--- src/rtl/parking_gate_ctrl.sv ---
// parking_gate_ctrl: single-lane parking gate controller.
// Handles entrance sensing and two-digit password entry, with a password
// timeout, tailgating stop, an occupancy counter with a FULL capacity limit,
// and Moore-decoded status LEDs and active-low 7-segment digits.
// Optional feature macro: PARK_LOCKOUT_EN. When it is defined, MAX_TRIES
// consecutive wrong passwords enter LOCKOUT for LOCK_CYCLES cycles.
module parking_gate_ctrl #(
  parameter int                  PW_WIDTH       = 2,
  parameter logic [PW_WIDTH-1:0] PASSWORD_1     = 2'b01,
  parameter logic [PW_WIDTH-1:0] PASSWORD_2     = 2'b10,
  parameter int                  CAPACITY       = 8,
  parameter int                  TIMEOUT_CYCLES = 16,
  parameter int                  MAX_TRIES      = 3,
  parameter int                  LOCK_CYCLES    = 32
) (
  input  logic                             clk,
  input  logic                             reset,
  input  logic                             sensor_entrance,
  input  logic                             sensor_exit,
  input  logic                             car_departed,
  input  logic [PW_WIDTH-1:0]              password_1,
  input  logic [PW_WIDTH-1:0]              password_2,
  input  logic                             pw_valid,
  output logic                             GREEN_LED,
  output logic                             RED_LED,
  output logic [6:0]                       HEX_1,
  output logic [6:0]                       HEX_2,
  output logic [$clog2(CAPACITY+1)-1:0]    occupancy,
  output logic                             full
);

  localparam int OCC_W = $clog2(CAPACITY + 1);
  localparam int TMR_W = $clog2(TIMEOUT_CYCLES + 1);
  localparam int TRY_W = $clog2(MAX_TRIES + 1);
`ifdef PARK_LOCKOUT_EN
  localparam int LCK_W = $clog2(LOCK_CYCLES + 1);
`endif

  // Active-low glyphs, bit order {g,f,e,d,c,b,a}
  localparam logic [6:0] GLYPH_BLANK = 7'h7F;
  localparam logic [6:0] GLYPH_E     = 7'h06;
  localparam logic [6:0] GLYPH_G     = 7'h42;
  localparam logic [6:0] GLYPH_O     = 7'h40;
  localparam logic [6:0] GLYPH_S     = 7'h12;
  localparam logic [6:0] GLYPH_P     = 7'h0C;
  localparam logic [6:0] GLYPH_F     = 7'h0E;
  localparam logic [6:0] GLYPH_U     = 7'h41;
`ifdef PARK_LOCKOUT_EN
  localparam logic [6:0] GLYPH_L     = 7'h47;
  localparam logic [6:0] GLYPH_C     = 7'h46;
`endif

  typedef enum logic [2:0] {
    IDLE,
    WAIT_PASSWORD,
    WRONG_PASS,
    RIGHT_PASS,
    STOP,
    FULL
`ifdef PARK_LOCKOUT_EN
    , LOCKOUT
`endif
  } state_t;

  state_t             state_q, state_d;
  logic [TMR_W-1:0]   timer_q, timer_d;
  logic [TRY_W-1:0]   tries_q, tries_d;
  logic [OCC_W-1:0]   occ_q, occ_d;
`ifdef PARK_LOCKOUT_EN
  logic [LCK_W-1:0]   lock_q, lock_d;
`endif
  logic               green_q, green_d;
  logic               red_q, red_d;
  logic [6:0]         hex1_q, hex1_d;
  logic [6:0]         hex2_q, hex2_d;

  logic               match;
  logic               occ_inc;
  logic               occ_dec;

  assign match     = pw_valid && (password_1 == PASSWORD_1) && (password_2 == PASSWORD_2);
  assign full      = (occ_q == OCC_W'(CAPACITY));
  assign occupancy = occ_q;
  assign GREEN_LED = green_q;
  assign RED_LED   = red_q;
  assign HEX_1     = hex1_q;
  assign HEX_2     = hex2_q;

  // Next-state, timers and tries; occ_inc flags a car passing the open gate
  always_comb begin
    state_d = state_q;
    timer_d = timer_q;
    tries_d = tries_q;
    occ_inc = 1'b0;
`ifdef PARK_LOCKOUT_EN
    lock_d  = lock_q;
`endif
    unique case (state_q)
      IDLE: begin
        if (full) begin
          state_d = FULL;
        end else if (sensor_entrance) begin
          state_d = WAIT_PASSWORD;
          timer_d = '0;
        end
      end
      WAIT_PASSWORD, WRONG_PASS: begin
        if (match) begin
          state_d = RIGHT_PASS;
          tries_d = '0;
        end else if (pw_valid) begin
          // tries keeps counting with lockout disabled; it simply has no effect
          tries_d = tries_q + 1'b1;
          timer_d = '0;
          state_d = WRONG_PASS;
`ifdef PARK_LOCKOUT_EN
          if (tries_q == TRY_W'(MAX_TRIES - 1)) begin
            state_d = LOCKOUT;
            lock_d  = '0;
          end
`endif
        end else if (timer_q == TMR_W'(TIMEOUT_CYCLES - 1)) begin
          state_d = IDLE;
          tries_d = '0;
        end else begin
          timer_d = timer_q + 1'b1;
        end
      end
      RIGHT_PASS: begin
        if (sensor_exit) begin
          occ_inc = 1'b1;
          state_d = sensor_entrance ? STOP : IDLE;
        end
      end
      STOP: begin
        if (full) begin
          state_d = FULL;
        end else if (match) begin
          state_d = RIGHT_PASS;
        end
      end
      FULL: begin
        if (!full) begin
          state_d = IDLE;
        end
      end
`ifdef PARK_LOCKOUT_EN
      LOCKOUT: begin
        if (lock_q == LCK_W'(LOCK_CYCLES - 1)) begin
          state_d = IDLE;
          tries_d = '0;
          timer_d = '0;
        end else begin
          lock_d = lock_q + 1'b1;
        end
      end
`endif
      default: state_d = IDLE;
    endcase
  end

  // Occupancy: simultaneous arrival and departure leave the count unchanged
  always_comb begin
    occ_d   = occ_q;
    occ_dec = car_departed && (occ_q != '0);
    if (occ_inc && !occ_dec && (occ_q != OCC_W'(CAPACITY))) begin
      occ_d = occ_q + 1'b1;
    end else if (occ_dec && !occ_inc) begin
      occ_d = occ_q - 1'b1;
    end
  end

  // Moore decode of the upcoming state so the outputs register with it
  always_comb begin
    green_d = 1'b0;
    red_d   = 1'b0;
    hex1_d  = GLYPH_BLANK;
    hex2_d  = GLYPH_BLANK;
    unique case (state_d)
      WRONG_PASS: begin red_d = 1'b1;   hex1_d = GLYPH_E; hex2_d = GLYPH_E; end
      RIGHT_PASS: begin green_d = 1'b1; hex1_d = GLYPH_G; hex2_d = GLYPH_O; end
      STOP:       begin red_d = 1'b1;   hex1_d = GLYPH_S; hex2_d = GLYPH_P; end
      FULL:       begin red_d = 1'b1;   hex1_d = GLYPH_F; hex2_d = GLYPH_U; end
`ifdef PARK_LOCKOUT_EN
      LOCKOUT:    begin red_d = 1'b1;   hex1_d = GLYPH_L; hex2_d = GLYPH_C; end
`endif
      default:    begin end
    endcase
  end

  // State, counters and registered outputs
  always_ff @(posedge clk or posedge reset) begin
    if (reset) begin
      state_q <= IDLE;
      timer_q <= '0;
      tries_q <= '0;
      occ_q   <= '0;
`ifdef PARK_LOCKOUT_EN
      lock_q  <= '0;
`endif
      green_q <= 1'b0;
      red_q   <= 1'b0;
      hex1_q  <= GLYPH_BLANK;
      hex2_q  <= GLYPH_BLANK;
    end else begin
      state_q <= state_d;
      timer_q <= timer_d;
      tries_q <= tries_d;
      occ_q   <= occ_d;
`ifdef PARK_LOCKOUT_EN
      lock_q  <= lock_d;
`endif
      green_q <= green_d;
      red_q   <= red_d;
      hex1_q  <= hex1_d;
      hex2_q  <= hex2_d;
    end
  end

endmodule

--- config.mk ---
export PLATFORM = sky130hd
export DESIGN_NAME = parking_gate_ctrl
export DESIGN_NICKNAME = d
export VERILOG_FILES = /design/src/rtl/parking_gate_ctrl.sv
export SDC_FILE = /design/constraint.sdc
export NUM_CORES = 1
export LEC_CHECK = 0
export ABC_AREA = 1
export BUFFER_PORTS_ARGS = -buffer_cell sky130_fd_sc_hd__buf_2
export CORE_MARGIN = 1.5
export CORE_UTILIZATION = 53
export CTS_CLUSTER_DIAMETER = 100
export DETAILED_ROUTE_END_ITERATION = 10
export PLACE_DENSITY = 0.79
export SLEW_MARGIN = 20
export SYNTH_ARGS = -nofsm -noshare
export SYNTH_HDL_FRONTEND = slang
export SYNTH_SLANG_ARGS = --single-unit
--- constraint.sdc ---
create_clock -name clk -period 2.55 [get_ports clk]
set_input_delay 0.1275 -clock clk [delete_from_list [all_inputs] [get_ports clk]]
set_output_delay 0.1275 -clock clk [all_outputs]
set_load 0.01 [all_outputs]
[After elaboration in Yosys (flattened, before gate mapping)]
Index checks and enable logic that the tools add are counted.
Operators by class
  muxes and demuxes: 25
  add/subtract/negate cells: 3
  reduce and logical (&&, ||, !) cells: 15
  eq/ne operators: 18
Operator list (number)
  $pmux 7 s4: 2
  $mux 3: 10
  $mux 5: 5
  $pmux 3 s5: 1
  $eq 3x2->1 const B: 4
  $eq 3x3->1 const B: 4
  $pmux 5 s2: 1
  $mux 4: 2
  $logic_and 1x1->1: 6
  $ne 2x2->1 const B: 3
  $add 5x1->5 const B: 1
  $eq 5x4->1 const B: 1
  $reduce_and 5->1: 1
  $add 4x1->4 const B: 1
  $eq 4x4->1 const B: 1
  $mux 1: 4
  $ne 4x4->1 const B: 1
  $reduce_bool 2->1: 2
  $reduce_bool 4->1: 1
  $sub 4x1->4 const B: 1
  $eq 3x1->1 const B: 1
  $logic_not 3->1: 1
  $ne 3x3->1 const B: 1
  $reduce_or 3->1: 1
  other kinds (4): 5
Storage, ports and cells
  input port bits: 10
  flip-flop bits (word level): 28
  word-level logic and storage cells: 68

[Logic depth before layout (Yosys ltp)]
  word-level depth: 9
  gate-level depth with buffers: 14
  mapped depth without buffers: 14

[Least setup slack after synthesis]
Ideal clock, no wire load.
  path type: reg-to-reg
  start: reg timer_q[0]
  end: reg hex1_q[2] (netlist: HEX_1[2])
  path slack: 0.652 ns
  cell stages (with the launch flop): 12
  data arrival time: 1.818 ns
  setup time: 0.080 ns
  data required time: 2.470 ns
  cells stage by stage: dfrtp_1 > ha_1 > nand2_1 > nor2_1 > ha_1 > o21ai_0 > a21oi_1 > nand2_2 > inv_1 > ha_1 > nor2_1 > nand2_1
On the way
  cells in the longest elaborated chain, start to end: 7
  elaborated cells between the ends (all ways): 10
Ends and longest elaborated chain
  start, declared: line 66  | logic [TMR_W-1:0] timer_q, timer_d;
  start signal, assigned: line 207  | timer_q <= timer_d;
  $eq 5x4->1 *: line 122  | end else if (timer_q == TMR_W'(TIMEOUT_CYCLES - 1)) begin
  $mux 3 *: line 122
  $mux 3 *: line 111  | end else if (pw_valid) begin
  $mux 3 *: line 108  | if (match) begin
  $pmux 3 s5 *: line 98  | unique case (state_q)
  named net state_d[1]: line 65  | state_t state_q, state_d;
  $eq 3x3->1 / $eq 3x2->1 (equally long branches): line 179  | unique case (state_d)
  $pmux 7 s4 *: line 179
  named net hex1_d[2]: line 74  | logic [6:0] hex1_q, hex1_d;
  end signal, assigned: line 203  | hex1_q <= GLYPH_BLANK;
  end signal, assigned: line 215  | hex1_q <= hex1_d;
  end, declared: line 74
The timed path passes the listed nets; every way through them passes the cells marked *.
A chain may end at the register's enable or synchronous reset.

[Worst setup path in the final report]
  start: reg timer_q[0]
  end: reg hex2_q[6] (netlist: HEX_2[6])
On the way
  cells in the longest elaborated chain, start to end: 7
  elaborated cells between the ends (all ways): 10
Ends and longest elaborated chain
  $eq 5x4->1 *: line 122
  $mux 3 *: line 122
  $mux 3 *: line 111
  $mux 3 *: line 108
  $pmux 3 s5 *: line 98
  named net state_d[1]: line 65
  $eq 3x3->1 / $eq 3x2->1 (equally long branches): line 179
  $pmux 7 s4 *: line 179
  named net hex2_d[6]: line 75  | logic [6:0] hex2_q, hex2_d;
  end signal, assigned: line 204  | hex2_q <= GLYPH_BLANK;
  end signal, assigned: line 216  | hex2_q <= hex2_d;
  end, declared: line 75
Marks and branches as above.

==> key figures <==
Global route
  • Grt total ovfl: 0
  • Largest net degree at the start of global routing: 23
  • Vias in the first global route: 1028
  • Initial antenna violation count: 0
  • Total track usage: 0.209
  • First-pass GRT wire length: 4.24 mm

Route
  • Vias post-DR: 1142
  • Wirelength, routed: 2.53 mm
  • Vias per cell: 4.97
  • 1st-iter DRT viols: 20
  • Drt first pass iters: 4
  • Drt wl/cell: 11.0 microns
  • Remaining DRCs: 0
  • ANT nets after route: 0

Yosys
  • Syn_area_per_cell: 7.78 sq um
  • Seq/Total Area, Yosys: 0.419
  • Netlist Area Pre-Place: 1340 sq um
  • Post-synthesis register bit count: 22
  • Synth top area share: 0.262
  • Top cells by area, synth: dfrtp_1 26%, dfstp_2 16%, nand2_1 12%, inv_1 7.0%, nand3_1 5.2%
  • Syn_nets: 188
  • Syn Inst Count: 172
  • Post-synth top area cell: dfrtp_1
  • Unique masters post-synth: 22
  • Synth warnings: 0

Min path
  • Min-Delay Endpoint: state_q[2]
  • Hold Path Class: primary input to register
  • Hold Path Cell Cnt: 3
  • Worst hold start: sensor_entrance

Power
  • Clk pwr share: 0.148
  • Psw: 0.827 mW
  • Max VDD drop: 0.000869 V
  • Sw Share: 0.440
  • Flop pwr share: 0.342
  • Comb power frac: 0.510
  • Total Power: 1.88 mW
  • Leak pwr: 0.833 nW
  • Cell internal pwr: 1.05 mW
  • Pwr Density: 1220 nW/um^2

Finish
  • Diodes inserted: 0
  • Layout area overhead: 15.0%
  • Nets@finish: 217
  • Fraction of layout cells with a size suffix above 1: 0.325

Worst setup path
  • Buf/Inv on CP: 1
  • Cell family with most CP delay: adder cells
  • Worst-path maximum fanout: 5
  • Worst path required time: 2820 ps
  • Worst-path cell chain: ha_1 -> nand2_1 -> nor2_1 -> ha_1 -> o21ai_0 -> a21oi_1 -> nand2_2 -> inv_1 -> ha_1 -> nor2_1 -> nand2_1
  • FF-to-FF Start: timer_q[0]
  • CP max stage cell: dfrtp_1
  • Crit path capture type: register
  • Startpoint Class: register
  • CP Data Arrival Time: 2340 ps
  • Type of the worst setup path: register to register
  • Worst path max stage delay: 450 ps
  • R2R setup slack: 470 ps
  • Most frequent cell on the critical path: ha_1
  • Reg2Reg Depth: 11
  • CP Launch Point: timer_q[0]
  • Reg-to-reg endpoint: HEX_2[6]

CTS
  • Post-CTS setup buffers: 0
  • # H-tree levels: 1
  • Resized Gates After CTS: 0
  • Clk Latency, worst-skew pair: 330 ps
  • CTS root buffer: clkbuf_4
  • CTS Buffer Depth: 2
  • Sink count of the clock tree: 22
  • Total CTS buffers: 3
  • Clock transition at path regs: 130 ps
  • CTS tree: built

STA
  • Actual slew at the worst max-slew pin: 805 ps
  • F_max: 481 MHz
  • Final setup vio count: 0
  • Unrepaired setup endpoints after global routing: no
  • Final period util: 0.814
  • Max-slew violations: 0
  • Final worst path period need: 2080 ps
  • Slew Limit Headroom: 0.463
  • Hold Vio Cnt, Final: 0
  • Setup tns final: 0 ps
  • Clk_skew: 11.0 ps

Die
  • Initial Util: 0.550
  • Die area: 2840 sq um
  • Die height: 53.3 microns
  • Core box area: 2430 sq um
  • Overall die width: 53.3 microns
  • Core Rows: 18
  • Ports: 31

Run status
  • Status: complete, no violations

Place
  • Buffers on Ports: 29
  • GP Congestion: 0.813
  • Final HPWL DP: 2.00 mm

Run
  • Maxcap violations: 0
-- cells by family after synthesis --
family / Yosys count / synth area share
flops: 22 / 0.419
buf+inv: 33 / 0.109
compound gates: 9 / 0.0411
fa+ha+maj: 6 / 0.0617
xor+xnor: 2 / 0.0131
simple gates: 99 / 0.353
other cells: 1 / 0.00280
-- sequential cells by signal (all words and copies together) (netlist names) --
signal and flops:
HEX_1 2, RED_LED 1, state_q 3, timer_q 5, GREEN_LED 1, HEX_2 6, occupancy 4
-- power by group through the flow --
stage	registers, mW	logic [mW]	clock network (mW)
floorplan	0.693	0.691	0
global placement	0.644	0.932	0
detailed placement	0.651	0.961	0
CTS	0.646	0.971	0.280
global route	0.661	1.11	0.300
finish	0.642	0.957	0.278
-- synthesized netlist by cell type, drive strengths merged --
cell,number
a21oi,2
buf,6
conb,1
dfrtp,14
dfstp,8
fa,1
ha,5
inv,27
nand2,51
nand3,19
nand4,6
nor2,22
o21ai,6
o21bai,1
or2,1
xor2,2
-- metal layers --
metal	wire length (microns)	GRT usage	part of all wire	vias to the layer above
li1	-	-	-	584
met1	1040	0.223	0.41	525
met2	1340	0.387	0.53	24
met3	80	0.0339	0.032	9
met4	76	0.111	0.030	0
met5	0	0	0	-
-- metrics by stage --
stage | instances | hold WS (ps) | setup slack (ps) | util | area, sq um
global route | 230 | 159 | 223 | 0.633 | 1540
floorplan | 172 | 111 | 652 | - | 1340
CTS | 230 | 141 | 461 | 0.633 | 1540
global placement | 225 | 308 | 563 | 0.607 | 1480
detailed placement | 225 | 328 | 499 | 0.607 | 1480
finish | 230 | 141 | 473 | 0.633 | 1540
-- worst max path at each step --
stage          slack (ps)  cells past startpoint      endpoint
3_5_place_dp          500                     11      HEX_1[2]
4_1_cts               460                     11      HEX_1[2]
6_report              470                     11      HEX_2[6]
5_1_grt               220                     13  occupancy[3]
2_1_floorplan         650                     11      HEX_1[2]
3_3_place_gp          560                     11      HEX_1[2]
-- placed cells by master (no fill, tap or decap) --
| master | Yosys | layout |
|---|---|---|
| nand4_1 | 6 | 6 |
| clkbuf_4 | 0 | 3 |
| fa_1 | 1 | 1 |
| dlygate4sd3_1 | 0 | 1 |
| o21ai_0 | 3 | 3 |
| o21bai_2 | 1 | 1 |
| inv_1 | 25 | 25 |
| conb_1 | 1 | 1 |
| or2_2 | 1 | 1 |
| inv_2 | 2 | 2 |
| o21ai_1 | 2 | 2 |
| dfrtp_1 | 14 | 14 |
| dfstp_2 | 8 | 8 |
| nor2_2 | 6 | 6 |
| ha_1 | 5 | 5 |
| nand2_2 | 8 | 8 |
| nor2_1 | 16 | 16 |
| a21oi_1 | 2 | 2 |
| nand3_1 | 14 | 14 |
| o21ai_2 | 1 | 1 |
| xor2_1 | 2 | 2 |
| buf_2 | 0 | 29 |
| nand3_2 | 5 | 5 |
| bufinv_16 | 0 | 1 |
| nand2_1 | 43 | 43 |
-- what timing repair did --
item	in CTS	in global routing
hold buffers	1	0
endpoints found under the setup margin	0	0
hold endpoints to repair	14	0
-- tightest hold or removal path, stage by stage --
cell,delay (ps)
buf_2,90
nand3_1,60
nand3_1,150
-- cell type report --
type                       instances  area, sq um
fill                             239          893
timing repair buffer              30          155
inverter                          27          101
clock inverter                     1         30.0
multi-input combinational        117          632
sequential                        22          561
clock buffer                       3         22.5
tap                               30         37.5
(Power assumes the default switching activity.)
